===== src/rtl/spi_master_mux.sv =====
`default_nettype none
// spi_master_mux: single-clock multi-slave SPI master with per-slave CPOL/CPHA, multi-word frames and an RX FIFO.
// Define SPI_LOOPBACK_EN to sample the master's own mosi instead of miso (board self-test).
module spi_master_mux #(
   parameter int                    N_SLAVES = 4,
   parameter int                    DATA_W   = 8,
   parameter int                    CLK_DIV  = 4,
   parameter logic [N_SLAVES-1:0]   CPOL_VEC = '0,
   parameter logic [N_SLAVES-1:0]   CPHA_VEC = '0,
   parameter int                    RX_DEPTH = 16,
   parameter int                    CS_IDLE  = 2,
   localparam int                   SEL_W    = (N_SLAVES > 1) ? $clog2(N_SLAVES) : 1,
   localparam int                   LVL_W    = $clog2(RX_DEPTH) + 1
) (
   input  logic                sys_clk,
   input  logic                n_rst,
   input  logic [DATA_W-1:0]   tx_data,
   input  logic [SEL_W-1:0]    tx_sel,
   input  logic                tx_last,
   input  logic                tx_valid,
   output logic                tx_ready,
   output logic [DATA_W-1:0]   rx_data,
   output logic                rx_valid,
   input  logic                rx_rdreq,
   output logic [LVL_W-1:0]    rx_level,
   output logic                rx_ovf,
   output logic                busy,
   output logic [N_SLAVES-1:0] n_cs_bus,
   output logic                sclk,
   output logic                mosi,
   input  logic                miso
);
   localparam int SEL_N   = 2**SEL_W;
   localparam int AW      = (RX_DEPTH > 1) ? $clog2(RX_DEPTH) : 1;
   localparam int CNT_MAX = (CLK_DIV > CS_IDLE) ? CLK_DIV : CS_IDLE;
   localparam int CNT_W   = $clog2(CNT_MAX + 1);
   localparam int EDGE_W  = $clog2(2 * DATA_W);
   // Out-of-range selects read zero-extended mode bits, i.e. mode 0.
   localparam logic [SEL_N-1:0] CPOL_X = SEL_N'(CPOL_VEC);
   localparam logic [SEL_N-1:0] CPHA_X = SEL_N'(CPHA_VEC);

   typedef enum logic [2:0] {
      S_IDLE, S_PREP, S_SETUP, S_SHIFT, S_NEXT, S_HOLD, S_GAP
   } state_t;

   state_t              state_q, state_d;
   logic [CNT_W-1:0]    cnt_q, cnt_d;
   logic [EDGE_W-1:0]   edge_q, edge_d;
   logic [SEL_W-1:0]    sel_q, sel_d;
   logic                last_q, last_d, sclk_q, sclk_d, mosi_q, mosi_d;
   logic                push_q, push_d, ovf_q, ovf_d;
   logic [DATA_W-1:0]   tx_sh_q, tx_sh_d, rx_sh_q, rx_sh_d;
   logic [N_SLAVES-1:0] n_cs_q, n_cs_d;
   logic [AW-1:0]       wr_ptr_q, rd_ptr_q;
   logic [LVL_W-1:0]    level_q, level_d;
   logic [DATA_W-1:0]   mem_q [RX_DEPTH];
   logic                w_cnt_end, w_cpha, w_sample, w_pop, w_full, w_wr, w_cs_act;

`ifdef SPI_LOOPBACK_EN
   logic w_unused_miso;
   assign w_unused_miso = miso;
   assign w_sample      = mosi_q;
`else
   assign w_sample      = miso;
`endif

   assign w_cnt_end = (cnt_q == CNT_W'(CLK_DIV - 1));
   assign w_cpha    = CPHA_X[sel_q];

   always_comb begin
      state_d  = state_q;
      cnt_d    = cnt_q;
      edge_d   = edge_q;
      sel_d    = sel_q;
      last_d   = last_q;
      tx_sh_d  = tx_sh_q;
      rx_sh_d  = rx_sh_q;
      sclk_d   = sclk_q;
      mosi_d   = mosi_q;
      push_d   = 1'b0;
      tx_ready = 1'b0;
      case (state_q)
         S_IDLE: begin
            tx_ready = 1'b1;
            if (tx_valid) begin
               sel_d   = tx_sel;
               last_d  = tx_last;
               tx_sh_d = tx_data;
               sclk_d  = CPOL_X[tx_sel];
               if (!CPHA_X[tx_sel]) mosi_d = tx_data[DATA_W-1];
               state_d = S_PREP;
            end
         end
         S_PREP: begin
            cnt_d   = '0;
            state_d = S_SETUP;
         end
         S_SETUP: begin
            if (w_cnt_end) begin
               cnt_d   = '0;
               edge_d  = '0;
               state_d = S_SHIFT;
            end else begin
               cnt_d = cnt_q + CNT_W'(1);
            end
         end
         S_SHIFT: begin
            if (w_cnt_end) begin
               cnt_d  = '0;
               sclk_d = ~sclk_q;
               edge_d = edge_q + EDGE_W'(1);
               // Even edge index = leading edge, odd = trailing edge.
               if (edge_q[0] == w_cpha) begin
                  rx_sh_d = {rx_sh_q[DATA_W-2:0], w_sample};
               end else if (w_cpha) begin
                  mosi_d  = tx_sh_q[DATA_W-1];
                  tx_sh_d = tx_sh_q << 1;
               end else begin
                  mosi_d  = tx_sh_q[DATA_W-2];
                  tx_sh_d = tx_sh_q << 1;
               end
               if (edge_q == EDGE_W'(2 * DATA_W - 1)) begin
                  push_d  = 1'b1;
                  state_d = last_q ? S_HOLD : S_NEXT;
               end
            end else begin
               cnt_d = cnt_q + CNT_W'(1);
            end
         end
         S_NEXT: begin
            tx_ready = 1'b1;
            if (tx_valid) begin
               last_d  = tx_last;
               tx_sh_d = tx_data;
               if (!w_cpha) mosi_d = tx_data[DATA_W-1];
               cnt_d   = '0;
               edge_d  = '0;
               state_d = S_SHIFT;
            end
         end
         S_HOLD: begin
            if (w_cnt_end) begin
               cnt_d   = '0;
               mosi_d  = 1'b0;
               state_d = S_GAP;
            end else begin
               cnt_d = cnt_q + CNT_W'(1);
            end
         end
         S_GAP: begin
            if (cnt_q == CNT_W'(CS_IDLE - 1)) state_d = S_IDLE;
            else                              cnt_d   = cnt_q + CNT_W'(1);
         end
         default: state_d = S_IDLE;
      endcase

      w_cs_act = (state_d == S_SETUP) || (state_d == S_SHIFT) ||
                 (state_d == S_NEXT)  || (state_d == S_HOLD);
      n_cs_d = '1;
      for (int i = 0; i < N_SLAVES; i++) begin
         if (w_cs_act && (sel_d == SEL_W'(i))) n_cs_d[i] = 1'b0;
      end
   end

   // A push into a full FIFO survives only if a pop frees the slot in the same cycle.
   assign w_pop   = rx_rdreq && (level_q != '0);
   assign w_full  = (level_q == LVL_W'(RX_DEPTH));
   assign w_wr    = push_q && (!w_full || w_pop);
   assign ovf_d   = push_q && w_full && !w_pop;
   assign level_d = level_q + LVL_W'(w_wr) - LVL_W'(w_pop);

   always_ff @(posedge sys_clk or negedge n_rst) begin
      if (!n_rst) begin
         state_q  <= S_IDLE;
         cnt_q    <= '0;
         edge_q   <= '0;
         sel_q    <= '0;
         last_q   <= 1'b0;
         sclk_q   <= CPOL_VEC[0];
         mosi_q   <= 1'b0;
         push_q   <= 1'b0;
         ovf_q    <= 1'b0;
         tx_sh_q  <= '0;
         rx_sh_q  <= '0;
         n_cs_q   <= '1;
         wr_ptr_q <= '0;
         rd_ptr_q <= '0;
         level_q  <= '0;
      end else begin
         state_q  <= state_d;
         cnt_q    <= cnt_d;
         edge_q   <= edge_d;
         sel_q    <= sel_d;
         last_q   <= last_d;
         sclk_q   <= sclk_d;
         mosi_q   <= mosi_d;
         push_q   <= push_d;
         ovf_q    <= ovf_d;
         tx_sh_q  <= tx_sh_d;
         rx_sh_q  <= rx_sh_d;
         n_cs_q   <= n_cs_d;
         level_q  <= level_d;
         if (w_wr)  wr_ptr_q <= wr_ptr_q + AW'(1);
         if (w_pop) rd_ptr_q <= rd_ptr_q + AW'(1);
      end
   end

   always_ff @(posedge sys_clk) begin
      if (w_wr) mem_q[wr_ptr_q] <= rx_sh_q;
   end

   assign rx_data  = mem_q[rd_ptr_q];
   assign rx_valid = (level_q != '0);
   assign rx_level = level_q;
   assign rx_ovf   = ovf_q;
   assign busy     = (state_q != S_IDLE);
   assign n_cs_bus = n_cs_q;
   assign sclk     = sclk_q;
   assign mosi     = mosi_q;
endmodule
`default_nettype wire

===== config.mk =====
export PLATFORM = sky130hd
export DESIGN_NAME = spi_master_mux
export DESIGN_NICKNAME = d
export VERILOG_FILES = /design/src/rtl/spi_master_mux.sv
export SDC_FILE = /design/constraint.sdc
export NUM_CORES = 1
export LEC_CHECK = 0
export ABC_AREA = 1
export CAP_MARGIN = 15
export CELL_PAD_IN_SITES_DETAIL_PLACEMENT = 2
export CELL_PAD_IN_SITES_GLOBAL_PLACEMENT = 2
export CORE_UTILIZATION = 39
export DETAILED_ROUTE_END_ITERATION = 12
export PLACE_DENSITY = 0.84
export SETUP_SLACK_MARGIN = 0.2
export SYNTH_ARGS = -nofsm -noshare
export SYNTH_HDL_FRONTEND = slang
export SYNTH_SLANG_ARGS = --single-unit

===== constraint.sdc =====
create_clock -name sys_clk -period 3.2 [get_ports sys_clk]
set_input_delay 0.48 -clock sys_clk [delete_from_list [all_inputs] [get_ports sys_clk]]
set_output_delay 0.48 -clock sys_clk [all_outputs]
set_load 0.01 [all_outputs]

==> results of run 1 <==
-- what timing repair did --
action / 4_1_cts / 5_1_grt
gates resized for setup: 1 / 6
setup buffers: 0 / 1
gates cloned: 0 / 2
endpoints found under the setup margin: 2 / 8
-- through the flow --
step	area (sq um)	power, uW
finish	9387	8639
global route	9387	9140
CTS	9295	8565
detailed placement	8706	6388
global placement	8706	6131
floorplan	7945	5075
-- cell type report --
class / count / area, sq um / area share (%)
Sequential cell: 177 / 5076 / 54.08
Clock inverter: 11 / 116.4 / 1.240
Timing Repair Buffer: 65 / 670.6 / 7.145
Multi-Input combinational cell: 508 / 2455 / 26.15
Clock buffer: 21 / 471.7 / 5.025
Inverter: 68 / 265.3 / 2.826
Tap cell: 265 / 331.6 / 3.532
-- logic make-up (layout without fill, tap and decap cells) --
group           count (synthesis)  in the layout  share of synthesized area, %
simple gates                  412            412                         21.80
buf+inv                       102            165                         5.291
flops                         177            177                         63.87
fa+ha+maj                      17             17                         2.772
mux                             1              1                        0.1417
compound gates                 69             69                         5.134
xor+xnor                        9              9                        0.9922
-- worst max-delay path by stage --
stage	start	endpoint	slack, ns	depth (start not counted)
2_1_floorplan	rx_level[3]	rx_level[4]	0.64	14
3_3_place_gp	rx_rdreq	rx_level[4]	0.52	12
3_5_place_dp	rx_rdreq	rx_level[4]	0.37	12
4_1_cts	rd_ptr_q[3]	rx_data[3]	0.22	4
5_1_grt	rd_ptr_q[0]	rx_data[3]	0.20	9
6_report	rd_ptr_q[0]	rx_data[1]	0.32	9
-- state kept, by name (all words and copies together) (netlist names) --
register  cells
sel_q         2
edge_q        4
push_q        1
mosi          1
cnt_q         3
rx_sh_q       8
wr_ptr_q      4
rx_ovf        1
last_q        1
sclk          1
rx_level      5
rd_ptr_q      4
state_q       3
n_cs_bus      4
tx_sh_q       7
mem_q       128
-- synth_stat cells --
cell | n | area (sq um)
nand4_1 | 5 | 31.28
dfrtp_1 | 45 | 1126
nand2_2 | 2 | 12.51
o2111ai_1 | 1 | 8.760
nor2_4 | 1 | 11.26
o21a_1 | 1 | 7.510
nor3b_1 | 1 | 7.510
a21oi_1 | 7 | 35.03
buf_1 | 3 | 11.26
o21ai_1 | 5 | 25.02
nor2_1 | 63 | 236.5
fa_1 | 1 | 20.02
o211ai_1 | 11 | 82.58
clkinv_1 | 2 | 7.510
nand3_1 | 76 | 380.4
dfstp_2 | 4 | 105.1
buf_4 | 1 | 7.510
nor2_8 | 1 | 20.02
clkbuf_2 | 1 | 5.000
ha_1 | 16 | 200.2
o21ai_2 | 7 | 61.31
inv_2 | 3 | 11.26
o21bai_1 | 1 | 7.510
nor3_1 | 17 | 85.08
xor2_1 | 9 | 78.83
nand3_2 | 1 | 10.01
edfxtp_1 | 128 | 3844
mux2_2 | 1 | 11.26
inv_1 | 63 | 236.5
clkbuf_1 | 13 | 48.80
nand2_1 | 243 | 912.1
buf_2 | 14 | 70.07
buf_6 | 2 | 22.52
nand3_4 | 1 | 17.52
o21ai_0 | 36 | 180.2
nand3b_1 | 1 | 7.510
-- metal layers --
metal	track usage, %	part of all wire, %	up-vias	wire length, microns
met5	0	0	-	0
met4	7.867	1.9	0	459
met2	44.69	54	95	12920
met3	4.278	2.9	25	700
met1	25.99	41	2962	9710
li1	-	-	2713	-
-- where the power goes --
| part | switching, uW | leakage [uW] | internal [uW] |
|---|---|---|---|
| clock | 961 | 0.000278 | 1160 |
| combinational | 1980 | 0.00186 | 1190 |
| sequential | 438 | 0.00176 | 2910 |
| total | 3380 | 0.00389 | 5260 |
-- cells in the final DEF, fill, tap and decap left out, drive strengths merged, types with 3 or more instances in the layout --
cell type and instances:
clkinv 3, nor3 17, clkbuf 23, nand2 245
buf 26, clkdlybuf4s50 37, ha 16, clkinvlp 4
nand4 5, a21oi 7, o21ai 48, nand3 78
xor2 9, o211ai 11, dfrtp 45, edfxtp 128
inv 71, dfstp 4, nor2 65
==> summary.txt, run 1 <==
Layout
  – Fin cells: 1115
  – Layout net count: between 800 and 900
  – Antenna diode instance count: 0
  – Share of cells above drive strength 1: under 10%
  – # fillers: 2007
  – Utilization after layout: 47.60%
  – Area Overhead vs Synth: 18.14%

STA
  – Max-slew violation count: 0
  – Worst Hold Slack: approximately 0.16 ns
  – Fin. Hold Viols: 0
  – Crit path time final: about 2.9 ns
  – Worst Skew: around 0.015 ns
  – RSZ-0062 raised after global routing: true
  – Tcrit/Tclk final: 89.92%
  – Worst setup margin: ~0.32 ns
  – Slew @ Worst Pin: between 0.8 and 0.9 ns
  – Fmax: approximately 350 MHz
  – Worst rel slew slack: about two fifths
  – Setup tns final: 0 ns
  – # setup viols final: 0

Setup path
  – WP data required: about 2.7 ns
  – Crit path DAT: approximately 2.4 ns
  – Worst R2R Path Depth: 14
  – Crit Path Class: flip-flop to output pin
  – Worst Path Buf+Inv: 3
  – Critical path startpoint category: flip-flop
  – R2R setup slack: 0.51 ns
  – Crit path max fanout: 27
  – Cell family with most CP delay: buffers and inverters
  – Worst R2R End: rx_level[4]
  – CP most frequent cell: nand2_1
  – Slowest stage delay, CP: around 0.55 ns
  – Worst R2R Start: rx_level[3]
  – Nature of the critical path endpoint: output pin
  – Worst-path cell chain: inv_4, buf_12, nand2_1, nand2_1, nand2_1, nand3_1, nand3_1, nand2_1, clkdlybuf4s50_1
  – CP max-delay cell: clkdlybuf4s50_1

Detailed routing
  – Initial DRC count: ~230
  – Via/cell ratio: 5.197
  – Via count: 5795
  – Wirelength, routed: roughly 24000 microns
  – DRT antenna net count: 0
  – Drt drc: 0
  – 1st-pass router iterations: 4
  – Avg WL per Cell: 21.33 microns

Synthesis
  – Synthesized area: slightly below 0.008 sq mm
  – Syn nets: 820
  – Synth Warn #: 0
  – Gate Count Post-Synth: 787
  – Mean post-synth cell area: 10.10 sq um
  – Sequential cell area fraction in the yosys report: between 60 and 70%
  – Netlist cell types: 36
  – Flops & latches, synth: approximately 180

Floorplan
  – Horiz. Die Dim: around 140 microns
  – Num ports: 39
  – Die H: approximately 140 microns
  – FP Rows: 51
  – Initial Utilization: roughly two fifths
  – Core box area: roughly 0.020 sq mm
  – Die footprint: roughly 0.021 sq mm

Global route
  – Initial antenna violation count: 0
  – Grt ovf: 0
  – First-pass GRT wire length: 35570 microns
  – Vias in the first global route: 6489
  – GRT Total Usage: about a quarter
  – Pin count of the biggest net entering global routing: between 70 and 80

Place
  – Pre-CTS setup slack: between 0.3 and 0.4 ns
  – GP Congestion: between 0.8 and 0.9
  – I/O Buffers: 38
  – # placed instances: approximately 1100
  – Post-DP HPWL: between 10000 and 15000 microns

Clock tree
  – Root Buffer: clkbuf_16
  – CTS Hold Buffers Added: 0
  – TritonCTS Buffers: 17
  – CTS tree: done
  – Htree depth: 4
  – Worst skew pair latency: 0.45 ns
  – Worst-path clk slew: about 0.07 ns
  – # clock sinks: ~180
  – Max clock buf depth: 2

Power
  – Leakage power: roughly 0.004 uW
  – VDD IR-drop max: 456.8 uV
  – Pwr Density: 920.3 mW/mm^2

Status
  – Outcome: finished, final reports clean

Min path
  – Hold/Removal Path Class: input port to async pin

Flow run
  – Max-Cap Viols: 0
Note: power is estimated with default switching activity, not from simulation.
==> run 2: changes to the inputs <==
--- a/config.mk
+++ b/config.mk
@@ -9,9 +9,9 @@
 export CAP_MARGIN = 15
 export CELL_PAD_IN_SITES_DETAIL_PLACEMENT = 2
 export CELL_PAD_IN_SITES_GLOBAL_PLACEMENT = 2
-export CORE_UTILIZATION = 39
+export CORE_UTILIZATION = 24
 export DETAILED_ROUTE_END_ITERATION = 12
-export PLACE_DENSITY = 0.84
+export PLACE_DENSITY = 0.58
 export SETUP_SLACK_MARGIN = 0.2
 export SYNTH_ARGS = -nofsm -noshare
 export SYNTH_HDL_FRONTEND = slang
==> summary.txt, run 2 (same netlist as run 1, synthesis figures left out) <==
Global route
  – Initial antenna violation count: 0
  – Pin count of the biggest net entering global routing: between 70 and 80
  – Grt ovf: 0
  – First-pass GRT wire length: ~35000 microns
  – GRT Total Usage: 14.08%
  – Vias in the first global route: 5992

Layout
  – # fillers: 3600
  – Utilization after layout: roughly 30%
  – Multi-input gate area: ~0.0025 sq mm
  – Share of cells above drive strength 1: 10.40%
  – Commonest non-fill, non-tap cell in the layout: nand2_1
  – Most frequent cells in the layout: 243 x nand2_1, 128 x edfxtp_1, 76 x nand3_1, 63 x inv_1, 63 x nor2_1
  – Antenna diode instance count: 0
  – Area occupied by registers: 0.005076 sq mm
  – Most flops, register: mem_q
  – Max reg flops: ~130
  – Layout net count: approximately 880
  – Biggest regs: mem_q: 128 flops, rx_sh_q: 8 flops, tx_sh_q: 7 flops
  – Area Overhead vs Synth: 21.17%

Clock tree
  – Root Buffer: clkbuf_16
  – # clock sinks: 177
  – CTS tree: done
  – CTS Hold Buffers Added: 0
  – Max clock buf depth: 2
  – Worst-path clk slew: approximately 0.080 ns
  – TritonCTS Buffers: 17
  – Htree depth: 4
  – Worst skew pair latency: 0.44 ns

Setup path
  – WP data required: 2.72 ns
  – Crit path DAT: around 2.4 ns
  – Crit Path Class: flip-flop to output pin
  – R2R setup slack: 0.48 ns
  – Critical path startpoint category: flip-flop
  – Nature of the critical path endpoint: output pin
  – Crit path max fanout: 38

STA
  – Fin. Hold Viols: 0
  – Slew @ Worst Pin: 0.7702 ns
  – Fmax: 352.0 MHz
  – Worst rel slew slack: 48.66%
  – Worst setup margin: roughly 0.36 ns
  – Tcrit/Tclk final: 88.77%
  – Setup tns final: 0 ns
  – Crit path time final: around 2.8 ns
  – # setup viols final: 0
  – RSZ-0062 raised after global routing: true
  – Worst Skew: 0.01943 ns
  – Max-slew violation count: 0

Min path
  – Hold/Removal Path Class: input port to async pin

Detailed routing
  – Via count: 5632
  – DRT antenna net count: 0
  – Initial DRC count: 263
  – Avg WL per Cell: 17.37 microns
  – Via/cell ratio: between 4 and 5
  – Drt drc: 0
  – 1st-pass router iterations: 4
  – Wirelength, routed: about 23000 microns

Floorplan
  – Num ports: 39
  – Horiz. Die Dim: between 150 and 200 microns
  – Initial Utilization: between 20% and 30%
  – Die footprint: around 0.034 sq mm
  – Die H: around 180 microns
  – FP Rows: 66
  – Core box area: approximately 0.033 sq mm

Power
  – Pwr Density: around 890 mW/mm^2
  – VDD IR-drop max: 375.9 uV
  – Leakage power: 0.003928 uW

Place
  – Post-DP HPWL: between 10000 and 15000 microns
  – Pre-CTS setup slack: between 0.2 and 0.3 ns
  – GP Congestion: between 0.6 and 0.7
  – I/O Buffers: 38

Status
  – Outcome: finished, final reports clean

Flow run
  – Max-Cap Viols: 0
run 2: cell count changes in the layout (fill, tap and decap cells not counted), sizes merged:
cell,previous run,this run
bufinv,1,0
inv,71,78
clkbuf,23,18
clkinv,3,5
clkinvlp,4,0
buf,26,33
run 2: metrics by stage:
step / hold WS (ns) / std cells / cell area, sq um / total power (uW)
floorplan: 0.1844 / 787 / 7945 / 5075
global placement: 0.4747 / 1264 / 8992 / 6488
detailed placement: 0.4817 / 1264 / 8992 / 6542
CTS: 0.1085 / 1296 / 9573 / 8679
global route: 0.1455 / 1298 / 9627 / 9194
finish: 0.07177 / 1298 / 9627 / 8593
run 2: worst max-delay path, cell delays in order (launching register included):
cell,delay (ns)
dfrtp_2,0.45
buf_4,0.18
clkbuf_16,0.22
nand2_1,0.11
o211ai_1,0.08
nand3_1,0.11
nand3_1,0.11
nand2_1,0.12
clkdlybuf4s50_1,0.54
run 2: final timing paths:
kind,startpoint,endpoint,depth (start not counted)
worst min-delay path,n_rst,tx_sh_q[2],1
worst max-delay path,rd_ptr_q[0],rx_data[5],8
worst max register to register,rx_level[3],rx_level[4],14
max in group asynchronous,n_rst,rx_sh_q[7],2
worst min register to register,tx_sh_q[6],tx_sh_q[6],2
min in group sys_clk,tx_sh_q[6],tx_sh_q[6],2
run 2: routing by layer:
layer / GRT usage [%] / part of all wire (%) / wire, microns
met5: 0 / 0 / 0
met4: 4.433 / 1.5 / 333
met3: 1.823 / 2.3 / 508
met2: 23.11 / 47 / 10660
met1: 19.17 / 49 / 11050
run 2: layout make-up:
cell class | instances | share of cell area [%]
clock buffers | 17 | 4.419
well taps | 442 | 5.745
clock inverters | 15 | 1.612
multi-input cells | 508 | 25.57
repair buffers | 71 | 7.252
flip-flops and latches | 177 | 52.73
inverters | 68 | 2.677
run 2: repair_timing:
action | 4_1_cts | 5_1_grt
gates resized for setup | 0 | 5
endpoints found under the setup margin | 0 | 3
buffers inserted | 0 | 1
hold endpoints to repair | 0 | 0
run 2: where the power goes:
part | leakage, uW | switching (uW) | internal (uW)
clock | 0.000289 | 1040 | 1050
sequential | 0.00176 | 431 | 2900
combinational | 0.00188 | 1960 | 1210
total | 0.00393 | 3430 | 5170
==> run 3: changes to the inputs <==
--- a/config.mk
+++ b/config.mk
@@ -5,13 +5,12 @@
 export SDC_FILE = /design/constraint.sdc
 export NUM_CORES = 1
 export LEC_CHECK = 0
-export ABC_AREA = 1
 export CAP_MARGIN = 15
 export CELL_PAD_IN_SITES_DETAIL_PLACEMENT = 2
 export CELL_PAD_IN_SITES_GLOBAL_PLACEMENT = 2
 export CORE_UTILIZATION = 24
 export DETAILED_ROUTE_END_ITERATION = 12
-export PLACE_DENSITY = 0.58
+export PLACE_DENSITY = 0.53
 export SETUP_SLACK_MARGIN = 0.2
 export SYNTH_ARGS = -nofsm -noshare
 export SYNTH_HDL_FRONTEND = slang
==> summary.txt, run 3 <==
STA
  – Worst rel slew slack: between 50 and 60%
  – RSZ-0062 raised after global routing: false
  – Worst setup margin: between 0.2 and 0.3 ns
  – Fin. Hold Viols: 0
  – # setup viols final: 0
  – Tcrit/Tclk final: approximately nine tenths
  – Crit path time final: about 2.9 ns
  – Setup tns final: 0 ns
  – Fmax: ~340 MHz
  – Slew @ Worst Pin: between 0.6 and 0.7 ns
  – Worst Skew: 0.01259 ns
  – Max-slew violation count: 0

Synthesis
  – Adder-cell share of the synthesized area: under 10%
  – Top_reg_cell synth: edfxtp_1
  – Synth Warn #: 0
  – Count leader, synth: edfxtp_1
  – Largest area contributor in the netlist: edfxtp_1
  – Mean post-synth cell area: 16.45 sq um
  – Syn nets: 481
  – Synth Area in Compound Gates: about 4.8%
  – Mux cell area share after synthesis: a little over an eighth
  – Post-synth EDFFs: 128
  – Largest cells by area after synthesis: edfxtp_1 52%, dfrtp_1 15%, mux4_2 9.8%
  – Synth Area in Simple Gates: approximately 7%
  – Xor/xnor cell area share of the yosys netlist: 1.188%
  – Flops & latches, synth: roughly 180
  – Sequential cell area fraction in the yosys report: roughly 70%
  – Synthesized area: 0.007371 sq mm
  – Gate Count Post-Synth: between 400 and 500
  – Async SR Flop Fraction: 27.68%
  – Most frequent cells after synthesis: 128 x edfxtp_1, 45 x dfrtp_1, 34 x nand2_1
  – Main combinational cell family by area after synthesis: multiplexers
  – Netlist cell types: 49
  – Synth top area share: between 50% and 60%

Layout
  – Final Instance Area: a little over 0.009 sq mm
  – Biggest regs: mem_q: 128 flops, rx_sh_q: 8 flops, tx_sh_q: 7 flops
  – Antenna diode instance count: 0
  – Most frequent cells in the layout: 128 x edfxtp_1, 44 x dfrtp_1, 34 x nand2_1, 34 x clkdlybuf4s50_1, 32 x mux4_2
  – Share of cells above drive strength 1: roughly a quarter
  – Layout net count: about 550
  – Max reg flops: roughly 130
  – Utilization after layout: 30.53%
  – # fillers: 3105
  – Area Overhead vs Synth: 24.05%
  – Commonest non-fill, non-tap cell in the layout: edfxtp_1
  – Most flops, register: mem_q

Setup path
  – CP most frequent cell: buf_12
  – CP max-delay cell: clkdlybuf4s50_1
  – Critical path startpoint category: flip-flop
  – Cell family with most CP delay: buffers and inverters
  – Crit path DAT: around 2.5 ns
  – Crit path max fanout: 7
  – Crit Path Class: flip-flop to output pin
  – Nature of the critical path endpoint: output pin
  – WP data required: between 2 and 3 ns
  – Worst Path Buf+Inv: 4
  – Worst-path cell chain: buf_12, buf_12, buf_4, mux4_2, a22oi_2, nand2_1, clkdlybuf4s50_1
  – Slowest stage delay, CP: 0.48 ns

Power
  – Switch share: a little under a third
  – VDD IR-drop max: between 400 and 500 uV
  – Leakage power: ~0.0034 uW
  – Reg power frac: between 40% and 50%
  – NetSw: just under 2000 uW
  – Internal: between 4000 and 5000 uW
  – Clock group share of total power: 32.9%
  – Logic gate share of total power: approximately a quarter
  – Pwr Total: 6412 uW
  – Pwr Density: 701.2 mW/mm^2

Global route
  – GRT Total Usage: around an eighth
  – Vias in the first global route: 4743
  – M1 GR Usage: ~16%
  – Grt met3 use: 2.427%
  – Initial antenna violation count: 0
  – First-pass GRT wire length: 28120 microns
  – Pin count of the biggest net entering global routing: 33
  – GR Layer Usage met2: approximately a fifth
  – GRT Max-Usage Layer: met2
  – Grt ovf: 0

Floorplan
  – Core box area: 0.02995 sq mm
  – FP Rows: 63
  – Die footprint: 0.03142 sq mm
  – Num ports: 39
  – Horiz. Die Dim: 177.2 microns
  – Initial Utilization: approximately a quarter
  – Die H: approximately 180 microns

Clock tree
  – Max clock buf depth: 2
  – Worst-path clk slew: around 0.080 ns
  – Worst skew pair latency: approximately 0.44 ns
  – CTS tree: done
  – Root Buffer: clkbuf_16
  – TritonCTS Buffers: 17
  – Htree depth: 4
  – # clock sinks: around 180

Detailed routing
  – Via count: approximately 4100
  – Wirelength, routed: roughly 18000 microns
  – Drt drc: 0
  – Avg WL per Cell: a little under 20 microns
  – Via/cell ratio: roughly 4.5
  – Initial DRC count: around 240
  – DRT antenna net count: 0
  – 1st-pass router iterations: 4

Flow run
  – Max-Cap Viols: 0

Place
  – I/O Buffers: 38
  – GP Congestion: ~0.71
  – Pre-CTS setup slack: 0.3879 ns
  – Post-DP HPWL: 11920 microns
  – Area after DPL: ~0.0084 sq mm

Min path
  – Hold/Removal Path Class: flip-flop to flip-flop

Status
  – Outcome: finished, final reports clean
[run 3: changes by cell type after synthesis, sizes merged, moves of 11 or more]
cell    previous run  this run
nor2              65        25
nand3             78         4
nand2            245        34
nor3              17         5
mux2               1        16
o211ai            11         0
a22oi              0        17
o21ai             48        18
mux4               0        32
inv               66        14
[run 3: kinds of logic (layout without fill, tap and decap cells)]
logic type / after synthesis / after routing
adders and majority gates: 17 / 17
AOI/OAI and AO/OA: 53 / 53
buffers and inverters: 36 / 121
DFF: 177 / 177
xor gates and xnor gates: 10 / 10
muxes: 55 / 55
and+or+nand+nor: 100 / 100
[run 3: path summary, 6_finish.rpt]
| path | endpoint | slack, ns | start | depth (start not counted) |
|---|---|---|---|---|
| worst min register to register | tx_sh_q[4] | 0.51 | tx_sh_q[4] | 2 |
| worst max-delay path | rx_data[0] | 0.27 | rd_ptr_q[0] | 7 |
| max in group asynchronous | rd_ptr_q[0] | 1.85 | n_rst | 3 |
| min in group asynchronous | state_q[1] | 0.52 | n_rst | 2 |
| worst min-delay path | tx_sh_q[4] | 0.51 | tx_sh_q[4] | 2 |
| worst max register to register | rx_level[4] | 0.39 | rx_level[3] | 12 |
[run 3: power groups by stage]
stage	sequential [uW]	clock [uW]	combinational (uW)
after floorplan	2650	0	897
after global placement	2710	0	1410
after detailed placement	2720	0	1440
after CTS	2650	2180	1510
after global routing	2660	2270	1800
final	2640	2110	1660
[run 3: stage by stage]
step                      hold slack [ns]  std cells
after floorplan                    0.1844        448
after global placement             0.4598        879
after detailed placement           0.4708        879
after CTS                          0.5128        915
after global routing               0.5422        923
final                              0.5096        923
[run 3: area by class of cell]
class,count,area (sq um),share of cell area (%)
Clock buffer,17,425.4,4.652
Clock inverter,15,172.7,1.888
Inverter,14,52.55,0.5747
Multi-Input combinational cell,235,2181,23.85
Sequential cell,177,5076,55.51
Tap cell,390,488.0,5.337
Timing Repair Buffer,75,748.2,8.183
[run 3: repair_timing]
item | 4_1_cts | 5_1_grt
gates cloned | 0 | 2
buffers inserted | 3 | 6
hold endpoints to repair | 10 | 0
resized for setup | 1 | 12
hold buffers | 1 | 0
endpoints found under the setup margin | 8 | 9
[run 3: layer usage]
layer	routed length [microns]	share of wire (%)
met4	219	1.2
met3	456	2.6
met5	0	0
met2	9045	51
met1	8161	46
[run 3: worst register-to-register path, delay by kind of cell, from the launching register on]
family / cells / cell delay [ns]
flops: 1 / 0.41
xor+xnor: 1 / 0.13
buf+inv: 2 / 0.14
fa+ha+maj: 4 / 1.07
compound gates: 1 / 0.16
simple gates: 4 / 0.84
